===== config.mk =====
export PLATFORM = sky130hd
export DESIGN_NAME = riv_rdy_vld_source
export DESIGN_NICKNAME = d
export VERILOG_FILES = /design/src/rtl/riv_rdy_vld_source.sv
export SDC_FILE = /design/constraint.sdc
export NUM_CORES = 1
export LEC_CHECK = 0
export BUFFER_PORTS_ARGS = -buffer_cell sky130_fd_sc_hd__clkbuf_2
export CORE_UTILIZATION = 33
export CTS_CLUSTER_DIAMETER = 40
export DETAILED_ROUTE_END_ITERATION = 8
export GPL_TIMING_DRIVEN = 0
export PLACE_DENSITY = 0.55
export SLEW_MARGIN = 20
export SYNTH_ARGS = -nofsm -noshare
export SYNTH_HDL_FRONTEND = slang
export SYNTH_SLANG_ARGS = --single-unit

===== constraint.sdc =====
create_clock -name clk -period 6.75 [get_ports clk]
set_input_delay 1.35 -clock clk [delete_from_list [all_inputs] [get_ports clk]]
set_output_delay 1.35 -clock clk [all_outputs]
set_load 0.02 [all_outputs]

===== src/rtl/riv_rdy_vld_source.sv =====
// Queued ready/valid source: words pushed on the load side are replayed to a sink
// as masked beats, optionally back-to-back or separated by programmable idle gaps.
module riv_rdy_vld_source #(
   parameter int MAX_WIDTH = 64,
   parameter int DEPTH     = 8
) (
   input  logic                     clk,
   input  logic                     rst_n,
   input  logic                     load_valid,
   input  logic [MAX_WIDTH-1:0]     load_data,
   output logic                     load_ready,
   input  logic                     enable,
   input  logic [3:0]               gap_cycles,
   input  logic [MAX_WIDTH-1:0]     data_mask,
   output logic                     valid,
   input  logic                     ready,
   output logic [MAX_WIDTH-1:0]     data,
   output logic [31:0]              beat_count,
   output logic [$clog2(DEPTH):0]   level
);

   localparam int AW = $clog2(DEPTH);
   localparam int LW = AW + 1;

   typedef enum logic [1:0] {
      ST_IDLE  = 2'd0,
      ST_DRIVE = 2'd1,
      ST_GAP   = 2'd2
   } state_e;

   state_e               state_q, state_d;
   logic [MAX_WIDTH-1:0] mem_q [DEPTH];
   logic [AW-1:0]        wr_ptr_q, rd_ptr_q;
   logic [LW-1:0]        level_q, level_d;
   logic [3:0]           gap_q, gap_d;
   logic [MAX_WIDTH-1:0] data_q, data_d;
   logic [31:0]          beats_q;
   logic                 push_s, pop_s, hs_s, avail_s;

   // rst_n gates load_ready so nothing is accepted while reset is held
   assign load_ready = rst_n && (level_q != LW'(DEPTH));
   assign push_s     = load_valid && load_ready;
   assign hs_s       = (state_q == ST_DRIVE) && ready;
   assign avail_s    = enable && (level_q != {LW{1'b0}});

   assign valid      = (state_q == ST_DRIVE);
   assign data       = data_q;
   assign beat_count = beats_q;
   assign level      = level_q;

   // Beat sequencing: decides when the queue head moves into the output register
   always_comb begin
      state_d = state_q;
      gap_d   = gap_q;
      pop_s   = 1'b0;
      case (state_q)
         ST_IDLE: begin
            if (avail_s) begin
               pop_s   = 1'b1;
               state_d = ST_DRIVE;
            end else begin
               state_d = ST_IDLE;
            end
         end
         ST_DRIVE: begin
            if (!ready) begin
               state_d = ST_DRIVE;
            end else if (gap_cycles != 4'd0) begin
               state_d = ST_GAP;
               gap_d   = gap_cycles;
            end else if (avail_s) begin
               pop_s   = 1'b1;
               state_d = ST_DRIVE;
            end else begin
               state_d = ST_IDLE;
            end
         end
         ST_GAP: begin
            gap_d = gap_q - 4'd1;
            // The last gap cycle makes the idle decision itself, so the sink sees exactly G idle cycles
            if (gap_q > 4'd1) begin
               state_d = ST_GAP;
            end else if (avail_s) begin
               pop_s   = 1'b1;
               state_d = ST_DRIVE;
            end else begin
               state_d = ST_IDLE;
            end
         end
         default: begin
            state_d = ST_IDLE;
            gap_d   = 4'd0;
         end
      endcase
   end

   // Output word and occupancy next-state
   always_comb begin
      data_d  = data_q;
      level_d = level_q;
      if (pop_s) begin
         data_d = mem_q[rd_ptr_q] & data_mask;
      end else begin
         data_d = data_q;
      end
      case ({push_s, pop_s})
         2'b10:   level_d = level_q + LW'(1);
         2'b01:   level_d = level_q - LW'(1);
         default: level_d = level_q;
      endcase
   end

   // Queue storage; contents need no reset because the pointers define validity
   always_ff @(posedge clk) begin
      if (push_s) begin
         mem_q[wr_ptr_q] <= load_data;
      end
   end

   // Control and output registers
   always_ff @(posedge clk or negedge rst_n) begin
      if (!rst_n) begin
         state_q  <= ST_IDLE;
         wr_ptr_q <= {AW{1'b0}};
         rd_ptr_q <= {AW{1'b0}};
         level_q  <= {LW{1'b0}};
         gap_q    <= 4'd0;
         data_q   <= {MAX_WIDTH{1'b0}};
         beats_q  <= 32'd0;
      end else begin
         state_q <= state_d;
         level_q <= level_d;
         gap_q   <= gap_d;
         data_q  <= data_d;
         if (push_s) begin
            wr_ptr_q <= wr_ptr_q + AW'(1);
         end
         if (pop_s) begin
            rd_ptr_q <= rd_ptr_q + AW'(1);
         end
         if (hs_s) begin
            beats_q <= beats_q + 32'd1;
         end
      end
   end

endmodule

==> key figures <==
Status
  – Outcome: finished clean

Finish
  – Area Overhead vs Synth: 27.16%
  – Diode count: 0
  – Layout Nets: 1863
  – Share of cells above drive strength 1: 30.27%
  – Final Util: 42.38%

Setup path
  – Crit start category: input port
  – Worst r2r src: state_q[1]
  – CP Launch Point: gap_cycles[2]
  – Slowest cell delay on critical path: 0.64 ns
  – Slowest cell on crit path: a211oi_2
  – CP Max Fanout: 10
  – FF-to-FF path depth: 12
  – Critical path, cell by cell: clkbuf_2, or4_1, or2_1, a211oi_2, buf_4, ha_1, ha_1, a21o_1, a21oi_1, mux2i_1, xnor2_1
  – Crit end category: flop
  – CP Data Required Time: 7.29 ns
  – Reg-to-Reg End: level[3]
  – Most Frequent Cell on Critical Path: ha_1
  – Critical setup path kind: in2reg
  – R2R setup slack: 3.29 ns
  – Critical path arrival: 4.55 ns

Pwr
  – Final Total Pwr: 0.01348 W
  – Internal: 0.009305 W
  – Net Sw Power: 0.004177 W
  – Net Sw Frac: 30.98%
  – Reg power frac: 36.1%
  – Combinational power share: 26.4%
  – Clk pwr share: 37.5%
  – Peak VDD IR: 0.0002286 V
  – Pwr/cell area: 436.0 nW/um^2
  – Static leakage: 11.52 nW

Synth
  – Ys async rst share: 17.95%
  – Post-synth top area share: 63.22%
  – Cell count after synthesis: 1329
  – Synth area leaders: edfxtp_1, dfrtp_1, mux2i_1
  – Cell with the most instances after synthesis: edfxtp_1
  – Mapped Nets: 1479
  – Synth Cell Area: 24320 sq um
  – Mean area per synthesized cell: 18.30 sq um
  – Ys flop type: edfxtp_1
  – FF+latch count, synth: 624
  – Post-synth EDFFs: 512
  – Commonest cells in the netlist: edfxtp_1, mux2i_1, dfrtp_1
  – Synth cell types: 44
  – Synth Warn #: 0
  – Post-synth top area cell: edfxtp_1
  – Seq/Total Area, Yosys: 74.75%

GRT
  – Total track usage: 16.14%
  – Initial antenna violation count: 6
  – Vias in the first global route: 14240
  – First-pass GRT wire length: 89520 microns
  – GRT overflow: 0
  – Largest net degree at the start of global routing: 69

Min path
  – Type of the most critical hold path: reg2reg
  – Hold Path Cell Cnt: 1
  – Worst Hold Endpoint: beat_count[31]
  – HP Start: beat_count[31]

CTS
  – Root Driver: clkbuf_16
  – CTS clk-pin slew, worst paths: 0.05 ns
  – Total clock buffers created by CTS: 98
  – Post-CTS Hold Fix Bufs: 0
  – CTS tree: done
  – Post-cts sizing count: 0
  – H-Tree Depth: 3
  – Setup Fix Bufs, Post-CTS: 0
  – Clk Latency, worst-skew pair: 0.63 ns
  – CTS sink cnt: 624
  – Max Buffers Root-to-Sink: 3

Floorplan
  – Core ar.: 72960 sq um
  – Row count: 99
  – Initial Util: 33.33%
  – Top-Level Pins: 239
  – Die H: 273.5 microns
  – DIE WIDTH: 273.5 microns
  – DIE AREA: 74780 sq um

STA
  – Slew margin rel.: 30.33%
  – Fmax: 0.2495 GHz
  – Final Hold Vio Count: 0
  – Final worst-path cycle share: 59.37%
  – Worst-Margin Slew: 1.045 ns
  – Final Setup Violations: 0
  – Crit path time final: 4.008 ns
  – Final TNS setup: 0 ns
  – RSZ-0062 raised after global routing: false
  – Clock Skew: 0.01724 ns
  – Max-slew violations: 0

Route
  – Drt first pass iters: 4
  – DRC viols: 0
  – Drt via density: 4.844
  – Post-route ant nets: 0
  – Iter 0 DRT Violations: 783
  – Vias after detailed routing: 13350
  – Final WL: 59320 microns
  – Drt wl/cell: 21.52 microns

Job
  – Max-cap viol count: 0

Placed design
  – Final GP Congestion: 0.8098
  – Hpwl dp: 39960 microns
  – Port Buffers: 238
-- flip-flops by register name (all words and copies together), names as in the netlist --
register	count
gap_q	4
beat_count	32
wr_ptr_q	3
level	4
mem_q	512
state_q	2
rd_ptr_q	3
data	64
-- power groups by stage --
stage                     Sequential, W  Clock, W  Combinational [W]
final                           0.00487   0.00505            0.00356
after global routing            0.00492   0.00535            0.00389
after CTS                       0.00488   0.00517            0.00367
after detailed placement        0.00495         0            0.00365
after floorplan                 0.00516         0            0.00210
after global placement          0.00499         0            0.00349
-- worst max path at each step --
stage,end,slack [ns],depth (start not counted)
after floorplan,mem_q[0][0],0.01,4
after global placement,mem_q[1][28],-8.28,5
after detailed placement,level[3],2.09,11
after CTS,level[3],2.70,11
after global routing,level[3],2.55,11
final,level[3],2.74,11
-- area by class of cell --
class	count	area [sq um]
fill	6450	42040
buffer	62	285.3
timing repair buffer	284	1973
tap	959	1200
inverter	79	296.5
clock inverter	66	706.9
sequential	624	18180
multi-input combinational	564	5623
clock buffer	118	2661
-- placed cells by master (no fill, tap or decap), types with 17 or more instances in the layout --
master / count
dfrtp_1: 112
clkbuf_16: 101
xnor2_1: 22
buf_4: 19
clkbuf_2: 238
a22oi_1: 65
mux2i_1: 194
xor2_1: 17
edfxtp_1: 512
inv_1: 79
o211ai_1: 64
clkbuf_1: 41
mux4_2: 64
nand2_1: 25
-- metal layers --
metal / global-route usage [%] / wire [microns]
met1: 20.51 / 25330
met2: 27.20 / 29730
met3: 3.877 / 3100
met4: 4.896 / 1073
met5: 0 / 86
-- stage by stage --
step                cell area [sq um]  instances  hold WS (ns)  worst slack (ns)
floorplan                       24320       1329        0.4805           0.01020
global placement                26710       2526        0.4580            -8.277
detailed placement              27560       2572        0.4828             2.089
CTS                             30920       2756        0.4896             2.703
global route                    30920       2756        0.5051             2.550
finish                          30920       2756        0.4869             2.742
-- logic make-up (layout without fill, tap and decap cells) --
| logic type | count (synthesis) | in the layout | share of synthesized area [%] |
|---|---|---|---|
| compound gates | 148 | 148 | 4.502 |
| xor+xnor | 39 | 39 | 1.405 |
| fa+ha+maj | 13 | 13 | 0.6997 |
| buf+inv | 141 | 609 | 2.387 |
| flops | 624 | 624 | 74.75 |
| mux | 261 | 261 | 14.05 |
| simple gates | 103 | 103 | 2.207 |
-- critical path, delay by kind of cell --
family / cells / cell delay, ns
adder cells (fa/ha/maj): 2 / 0.51
multiplexers: 1 / 0.24
AND/OR/NAND/NOR: 2 / 0.84
buffers and inverters: 2 / 0.46
XOR/XNOR: 1 / 0.14
AO/OA/AOI/OAI: 3 / 1.00
No activity file was read; power rests on OpenSTA's default activity.
